[src/rtl/voice_if.sv]
// voice_if: MIDI event handshake plus the note/voice signals toward the synth engine.
interface voice_if #(
  parameter int VOICES = 8,
  parameter int V_WIDTH = 3
);
  logic ev_valid, ev_ready, ev_on, all_notes_off, note_on, stolen;
  logic [7:0] ev_key, ev_vel, cur_key_val, cur_vel_on, cur_vel_off;
  logic [VOICES-1:0] voice_free, keys_on;
  logic [V_WIDTH-1:0] cur_key_adr;
  modport master (
    output ev_valid, ev_on, ev_key, ev_vel, all_notes_off, voice_free,
    input ev_ready, keys_on, note_on, cur_key_adr, cur_key_val, cur_vel_on, cur_vel_off, stolen
  );
  modport slave (
    input ev_valid, ev_on, ev_key, ev_vel, all_notes_off, voice_free,
    output ev_ready, keys_on, note_on, cur_key_adr, cur_key_val, cur_vel_on, cur_vel_off, stolen
  );
endinterface

[src/rtl/voice_allocator.sv]
// voice_allocator: assigns MIDI note events to synth voices using free flags and
// least-recently-assigned ages, stealing the oldest voice when all are gated.
module voice_allocator #(
  parameter int VOICES = 8,
  parameter int V_WIDTH = 3,
  parameter int HOLD_CYCLES = 1024
) (
  input logic OSC_CLK,
  input logic reset_reg_N,
  voice_if.slave bus
);
  localparam int C_WIDTH = $clog2(HOLD_CYCLES + 1);
  typedef enum logic [1:0] {IDLE, SCAN, COMMIT, HOLD} state_t;
  state_t state, state_nx;
  logic [V_WIDTH-1:0] age [VOICES];
  logic [7:0] key_tab [VOICES];
  logic [V_WIDTH-1:0] idx, match_v, free_v, rel_v, old_v, tgt;
  logic [7:0] key_l, vel_l;
  logic on_l, anof_l, match_f, free_f, rel_f, gated, hold_done;
  logic [C_WIDTH-1:0] cnt;
  assign gated = bus.keys_on[idx];
  assign hold_done = cnt == C_WIDTH'(HOLD_CYCLES - 1);
  assign tgt = match_f ? match_v : free_f ? free_v : rel_f ? rel_v : old_v;
  assign bus.ev_ready = state == IDLE;
  always_ff @(posedge OSC_CLK or negedge reset_reg_N)
    if (!reset_reg_N) state <= IDLE;
    else state <= state_nx;
  // all_notes_off detours through COMMIT so the gate clear lands one edge after acceptance
  always_comb begin
    state_nx = state;
    case (state)
      IDLE: state_nx = bus.all_notes_off ? COMMIT : bus.ev_valid ? SCAN : IDLE;
      SCAN: state_nx = idx == V_WIDTH'(VOICES - 1) ? COMMIT : SCAN;
      COMMIT: state_nx = HOLD;
      HOLD: state_nx = hold_done ? IDLE : HOLD;
      default: state_nx = IDLE;
    endcase
  end
  always_ff @(posedge OSC_CLK or negedge reset_reg_N)
    if (!reset_reg_N) begin
      bus.keys_on <= '0;
      bus.note_on <= 1'b0;
      bus.stolen <= 1'b0;
      bus.cur_key_adr <= '0;
      bus.cur_key_val <= '0;
      bus.cur_vel_on <= '0;
      bus.cur_vel_off <= '0;
      for (int i = 0; i < VOICES; i++) begin
        age[i] <= V_WIDTH'(i);
        key_tab[i] <= '0;
      end
      {idx, match_v, free_v, rel_v, old_v} <= '0;
      {key_l, vel_l, on_l, anof_l, match_f, free_f, rel_f} <= '0;
      cnt <= '0;
    end else begin
      case (state)
        IDLE:
          if (bus.all_notes_off) anof_l <= 1'b1;
          else if (bus.ev_valid) begin
            anof_l <= 1'b0;
            on_l <= bus.ev_on && bus.ev_vel != 8'd0;
            key_l <= bus.ev_key;
            vel_l <= bus.ev_vel;
            idx <= '0;
            {match_f, free_f, rel_f} <= '0;
            old_v <= '0;
          end
        SCAN: begin
          idx <= idx + V_WIDTH'(1);
          if (gated && key_tab[idx] == key_l && !match_f) begin
            match_f <= 1'b1;
            match_v <= idx;
          end
          if (!gated && bus.voice_free[idx] && (!free_f || age[idx] > age[free_v])) begin
            free_f <= 1'b1;
            free_v <= idx;
          end
          if (!gated && (!rel_f || age[idx] > age[rel_v])) begin
            rel_f <= 1'b1;
            rel_v <= idx;
          end
          if (age[idx] > age[old_v]) old_v <= idx;
        end
        COMMIT: begin
          cnt <= '0;
          if (anof_l) bus.keys_on <= '0;
          else if (on_l) begin
            bus.keys_on[tgt] <= 1'b1;
            key_tab[tgt] <= key_l;
            bus.cur_key_adr <= tgt;
            bus.cur_key_val <= key_l;
            bus.cur_vel_on <= vel_l;
            bus.note_on <= 1'b1;
            bus.stolen <= !(match_f || free_f || rel_f);
            for (int i = 0; i < VOICES; i++)
              age[i] <= V_WIDTH'(i) == tgt ? '0 : age[i] < age[tgt] ? age[i] + V_WIDTH'(1) : age[i];
          end else if (match_f) begin
            bus.keys_on[match_v] <= 1'b0;
            bus.cur_key_adr <= match_v;
            bus.cur_key_val <= key_l;
            bus.cur_vel_off <= vel_l;
          end
        end
        HOLD: begin
          cnt <= cnt + C_WIDTH'(1);
          if (hold_done) bus.note_on <= 1'b0;
        end
        default: ;
      endcase
    end
endmodule

[src/flat_wrapper.sv]
// flat-port wrapper written by rule: the top's interface ports become plain ports
module voice_allocator_flat 
#(
  parameter int VOICES = 8,
  parameter int V_WIDTH = 3,
  parameter int HOLD_CYCLES = 1024
)
  (OSC_CLK, reset_reg_N, bus_ev_valid, bus_ev_on, bus_ev_key, bus_ev_vel, bus_all_notes_off, bus_voice_free, bus_ev_ready, bus_keys_on, bus_note_on, bus_cur_key_adr, bus_cur_key_val, bus_cur_vel_on, bus_cur_vel_off, bus_stolen);
  voice_if #(.VOICES(VOICES), .V_WIDTH(V_WIDTH)) bus_i ();
  input logic OSC_CLK;
  input logic reset_reg_N;
  input wire logic [$bits(bus_i.ev_valid)-1:0] bus_ev_valid;
  input wire logic [$bits(bus_i.ev_on)-1:0] bus_ev_on;
  input wire logic [$bits(bus_i.ev_key)-1:0] bus_ev_key;
  input wire logic [$bits(bus_i.ev_vel)-1:0] bus_ev_vel;
  input wire logic [$bits(bus_i.all_notes_off)-1:0] bus_all_notes_off;
  input wire logic [$bits(bus_i.voice_free)-1:0] bus_voice_free;
  output wire logic [$bits(bus_i.ev_ready)-1:0] bus_ev_ready;
  output wire logic [$bits(bus_i.keys_on)-1:0] bus_keys_on;
  output wire logic [$bits(bus_i.note_on)-1:0] bus_note_on;
  output wire logic [$bits(bus_i.cur_key_adr)-1:0] bus_cur_key_adr;
  output wire logic [$bits(bus_i.cur_key_val)-1:0] bus_cur_key_val;
  output wire logic [$bits(bus_i.cur_vel_on)-1:0] bus_cur_vel_on;
  output wire logic [$bits(bus_i.cur_vel_off)-1:0] bus_cur_vel_off;
  output wire logic [$bits(bus_i.stolen)-1:0] bus_stolen;
  assign bus_i.ev_valid = bus_ev_valid;
  assign bus_i.ev_on = bus_ev_on;
  assign bus_i.ev_key = bus_ev_key;
  assign bus_i.ev_vel = bus_ev_vel;
  assign bus_i.all_notes_off = bus_all_notes_off;
  assign bus_i.voice_free = bus_voice_free;
  assign bus_ev_ready = bus_i.ev_ready;
  assign bus_keys_on = bus_i.keys_on;
  assign bus_note_on = bus_i.note_on;
  assign bus_cur_key_adr = bus_i.cur_key_adr;
  assign bus_cur_key_val = bus_i.cur_key_val;
  assign bus_cur_vel_on = bus_i.cur_vel_on;
  assign bus_cur_vel_off = bus_i.cur_vel_off;
  assign bus_stolen = bus_i.stolen;
  voice_allocator #(.VOICES(VOICES), .V_WIDTH(V_WIDTH), .HOLD_CYCLES(HOLD_CYCLES)) u_core (.OSC_CLK(OSC_CLK), .reset_reg_N(reset_reg_N), .bus(bus_i));
endmodule
[config.mk]
export PLATFORM = sky130hd
export DESIGN_NAME = voice_allocator_flat
export DESIGN_NICKNAME = d
export VERILOG_FILES = /design/src/rtl/voice_if.sv /design/src/rtl/voice_allocator.sv /design/src/flat_wrapper.sv
export SDC_FILE = /design/constraint.sdc
export NUM_CORES = 1
export LEC_CHECK = 0
export BUFFER_PORTS_ARGS = -buffer_cell sky130_fd_sc_hd__buf_4
export CAP_MARGIN = 40
export CORE_MARGIN = 2
export CORE_UTILIZATION = 55
export CTS_CLUSTER_DIAMETER = 200
export DETAILED_ROUTE_END_ITERATION = 7
export PLACE_DENSITY_LB_ADDON = 0.3
export SLEW_MARGIN = 20
export SYNTH_ARGS = -nofsm -noshare
export SYNTH_HDL_FRONTEND = slang
export SYNTH_SLANG_ARGS = --single-unit
export TNS_END_PERCENT = 50
[constraint.sdc]
create_clock -name OSC_CLK -period 4.8 [get_ports OSC_CLK]
set_input_delay 0.24 -clock OSC_CLK [delete_from_list [all_inputs] [get_ports OSC_CLK]]
set_output_delay 0.24 -clock OSC_CLK [all_outputs]
set_load 0.05 [all_outputs]
==> run metrics <==
TNS Setup 0 ps; gr ovfl total 0; layout cells sized above 1 31.0%; Setup CP Type reg2reg; PortBufs 66; Slew Limit Fails 0; largest net degree at the start of global routing 66; Final setup viols 0; CTS tree yes; post-synth cell types 62; pre-CTS setup slack 1230 ps; xor/xnor share of the synthesized area 1.31%; unrepaired setup endpoints after global routing false; Comb pwr share 28.3%; CP endpoint kind flop; Buf/Inv on CP 1; final setup margin 1120 ps; Core Box Area 18000 um^2; Initial DRC Count 548; Max VDD drop 0.368 mV; row cnt 49; most frequent cells in the layout 161 x dfrtp_1, 145 x nand2_1, 111 x mux2_2; largest family of logic cells by synthesized area multiplexers; Max Cap Viol 0; routed wire length 24.4 mm; Syn Std Cell Area 10100 um^2; leading area contributor after synthesis dfrtp_1; Post-Syn Nets 946; # Post-CTS Setup Buffers 0; Max Fanout on Critical Path 25; Die Area 19400 um^2; Pre-Repair DR Iteration Count 5; mux contribution to synthesized area 25.7%; post_cts resized 0; Avg Cell Area, Syn 11.3 um^2; Routed wire per std cell 20.6 um; Post-Synth Adder-Cell Area 3.48%; post-layout min period 3680 ps; Simple-Gate Fraction of Synth Area 12.4%; Critical Path RT 5170 ps; Post-synth ARST share 100%; worst hold slack 15.7 ps; CP top delay family simple AND/OR/NAND/NOR gates; gr usage total 25.9%; nets 998; vias in the first global route 7118; number of fill cells 1419; Slew @ Worst Pin 784 ps; root buffer cell clkbuf_16; ANT cells 0; Clk pin slew, worst setup/hold paths 70 ps; clock buffer count from CTS 17; CTS HTree Levels 4; Skew-Pair Late Insertion Delay 440 ps; commonest non-fill, non-tap cell in the layout dfrtp_1; internal power 3.03 mW; Worst Hold Class in2reg; I/O pins 67; post-synthesis sequential area ratio 43.4%; synth warn 0; Synth top area share 40.3%; # hold bufs at CTS 10; Critical Path Start Type flop; Seq pwr share 42.0%; CP max-delay cell dfrtp_1; Initial Util 56.0%; post-DR vias/cell 6.14; Clock Power Share 29.7%; global-route wire length before repair 39.8 mm; vias 7258; cell count after synthesis 889; top post-synthesis cells by area dfrtp_1 40%, mux2_2 12%, mux4_2 9.8%, nand2_1 5.4%, ha_1 3.5%; crit-path cells nor2_1, a211oi_2, nand2_1, and3_1, a311oi_1, a31oi_1, buf_4, ha_1, a31oi_1, nand2_1, or4_1, nand3_1; drc violations 0; die width 139 um; Final Hold Viols 0; number of synthesized flops with an enable pin 0; Die Y-Extent 139 um; PwrDens 424 nW/um^2; Arrival @ worst endpoint 4060 ps; Compound-Gate Fraction of Synth Area 8.64%; initial antenna violation count 0; synthesis-stage register bit count 174; Net Sw Frac 36.4%; Tot Pwr 4.77 mW; final period utilization 76.7%; Crit path largest cell delay 830 ps; Syn-to-layout area delta 12.0%; status completed; top_reg_cell synth dfrtp_1; static leakage 5.18 nW; Clock Skew 10.5 ps; GPL Wtd Cong 0.920; P_sw 1.74 mW; Max Fclk 272 MHz; Clock Tree Buf Depth 2; post-DP HPWL 16.6 mm; antenna-violating nets left 0; Clock Sinks 174; Rel. slew slack 47.4%
-- per-stage QoR --
stage	instances	util, %	cell area [um^2]
after floorplan	889	-	10100
after global placement	1134	58.5	10500
after detailed placement	1139	58.8	10600
after CTS	1181	62.6	11300
after global routing	1183	62.7	11300
final	1183	62.7	11300
-- power groups by stage --
stage               sequential, mW  clock [mW]  combinational, mW
finish                        2.00        1.42               1.35
global route                  2.05        1.50               1.48
CTS                           2.00        1.43               1.35
detailed placement            2.02           0               1.34
global placement              2.01           0               1.31
floorplan                     1.87           0               1.13
-- logic make-up after synthesis --
| kind of cell | Yosys count |
|---|---|
| DFF | 174 |
| buffers and inverters | 81 |
| muxes | 188 |
| AOI/OAI and AO/OA | 126 |
| xor gates and xnor gates | 15 |
| adders and majority gates | 28 |
| and+or+nand+nor | 277 |
-- cell type report --
class                      count  area [um^2]  share of cell area [%]
timing repair buffer          96          767                    6.81
tap                          229          287                    2.54
clock inverter                12          154                    1.37
clock buffer                  20          437                    3.88
inverter                      18         67.6                   0.600
sequential                   174         4370                    38.8
multi-input combinational    634         5180                    46.0
-- worst reg2reg max path: cells and delay by family (launching register included) --
kind | cells | cell delay, ps
and+or+nand+nor | 6 | 1230
AOI/OAI and AO/OA | 4 | 1060
DFF | 1 | 830
adders and majority gates | 1 | 320
buffers and inverters | 1 | 180
-- flip-flops by register name (all words and copies together) (netlist names), 2 cells and up --
name                    flops
u_core.bus.keys_on          8
u_core.bus.cur_vel_on       8
u_core.vel_l                8
u_core.key_tab             64
u_core.cnt                 11
u_core.bus.cur_key_adr      3
u_core.bus.cur_vel_off      8
u_core.rel_v                3
u_core.bus.cur_key_val      8
u_core.idx                  3
u_core.key_l                8
u_core.age                 24
u_core.old_v                3
u_core.state                2
u_core.match_v              3
u_core.free_v               3
-- cell usage after synthesis (4+ instances only) --
library cell / instances
nor2_1: 38
a31oi_1: 10
xnor2_1: 10
xor2_1: 5
a22o_1: 4
buf_1: 5
mux2i_1: 32
o2111ai_1: 8
o221ai_1: 6
clkbuf_8: 4
mux4_2: 44
o22a_1: 4
o21ai_0: 32
a22oi_1: 8
ha_1: 28
nand2_1: 145
nor2b_1: 10
inv_1: 18
dfstp_2: 12
clkbuf_1: 34
or4_1: 6
a21oi_1: 16
o22ai_1: 7
buf_2: 10
nand3_1: 43
bufbuf_16: 4
dfrtp_1: 162
a21o_1: 6
buf_6: 4
mux2_2: 111
nor3_1: 8
-- worst paths after layout --
kind / from / slack [ps] / cells past startpoint / to
min in group asynchronous: reset_reg_N / 280 / 2 / u_core.key_tab[18]$_DFFE_PN0P_
worst min-delay path: bus_ev_vel[2] / 20 / 3 / u_core.vel_l[2]$_DFFE_PN0P_
worst max-delay path: u_core.match_f$_DFFE_PN0P_ / 1120 / 12 / u_core.age[11]$_DFFE_PN1P_
max in group asynchronous: reset_reg_N / 3660 / 3 / u_core.age[12]$_DFFE_PN1P_
worst min register to register: u_core.bus.cur_vel_on[6]$_DFFE_PN0P_ / 480 / 2 / u_core.bus.cur_vel_on[6]$_DFFE_PN0P_
worst max register to register: u_core.match_f$_DFFE_PN0P_ / 1120 / 12 / u_core.age[11]$_DFFE_PN1P_
-- layer usage --
layer | global-route usage [%] | part of all wire (%) | routed length, um
met1 | 35.7 | 43 | 10600
met2 | 41.6 | 50 | 12100
met3 | 5.85 | 5.0 | 1230
met4 | 7.44 | 1.9 | 474
met5 | 0 | 0 | 0
Note: power is estimated with default switching activity, not from simulation.
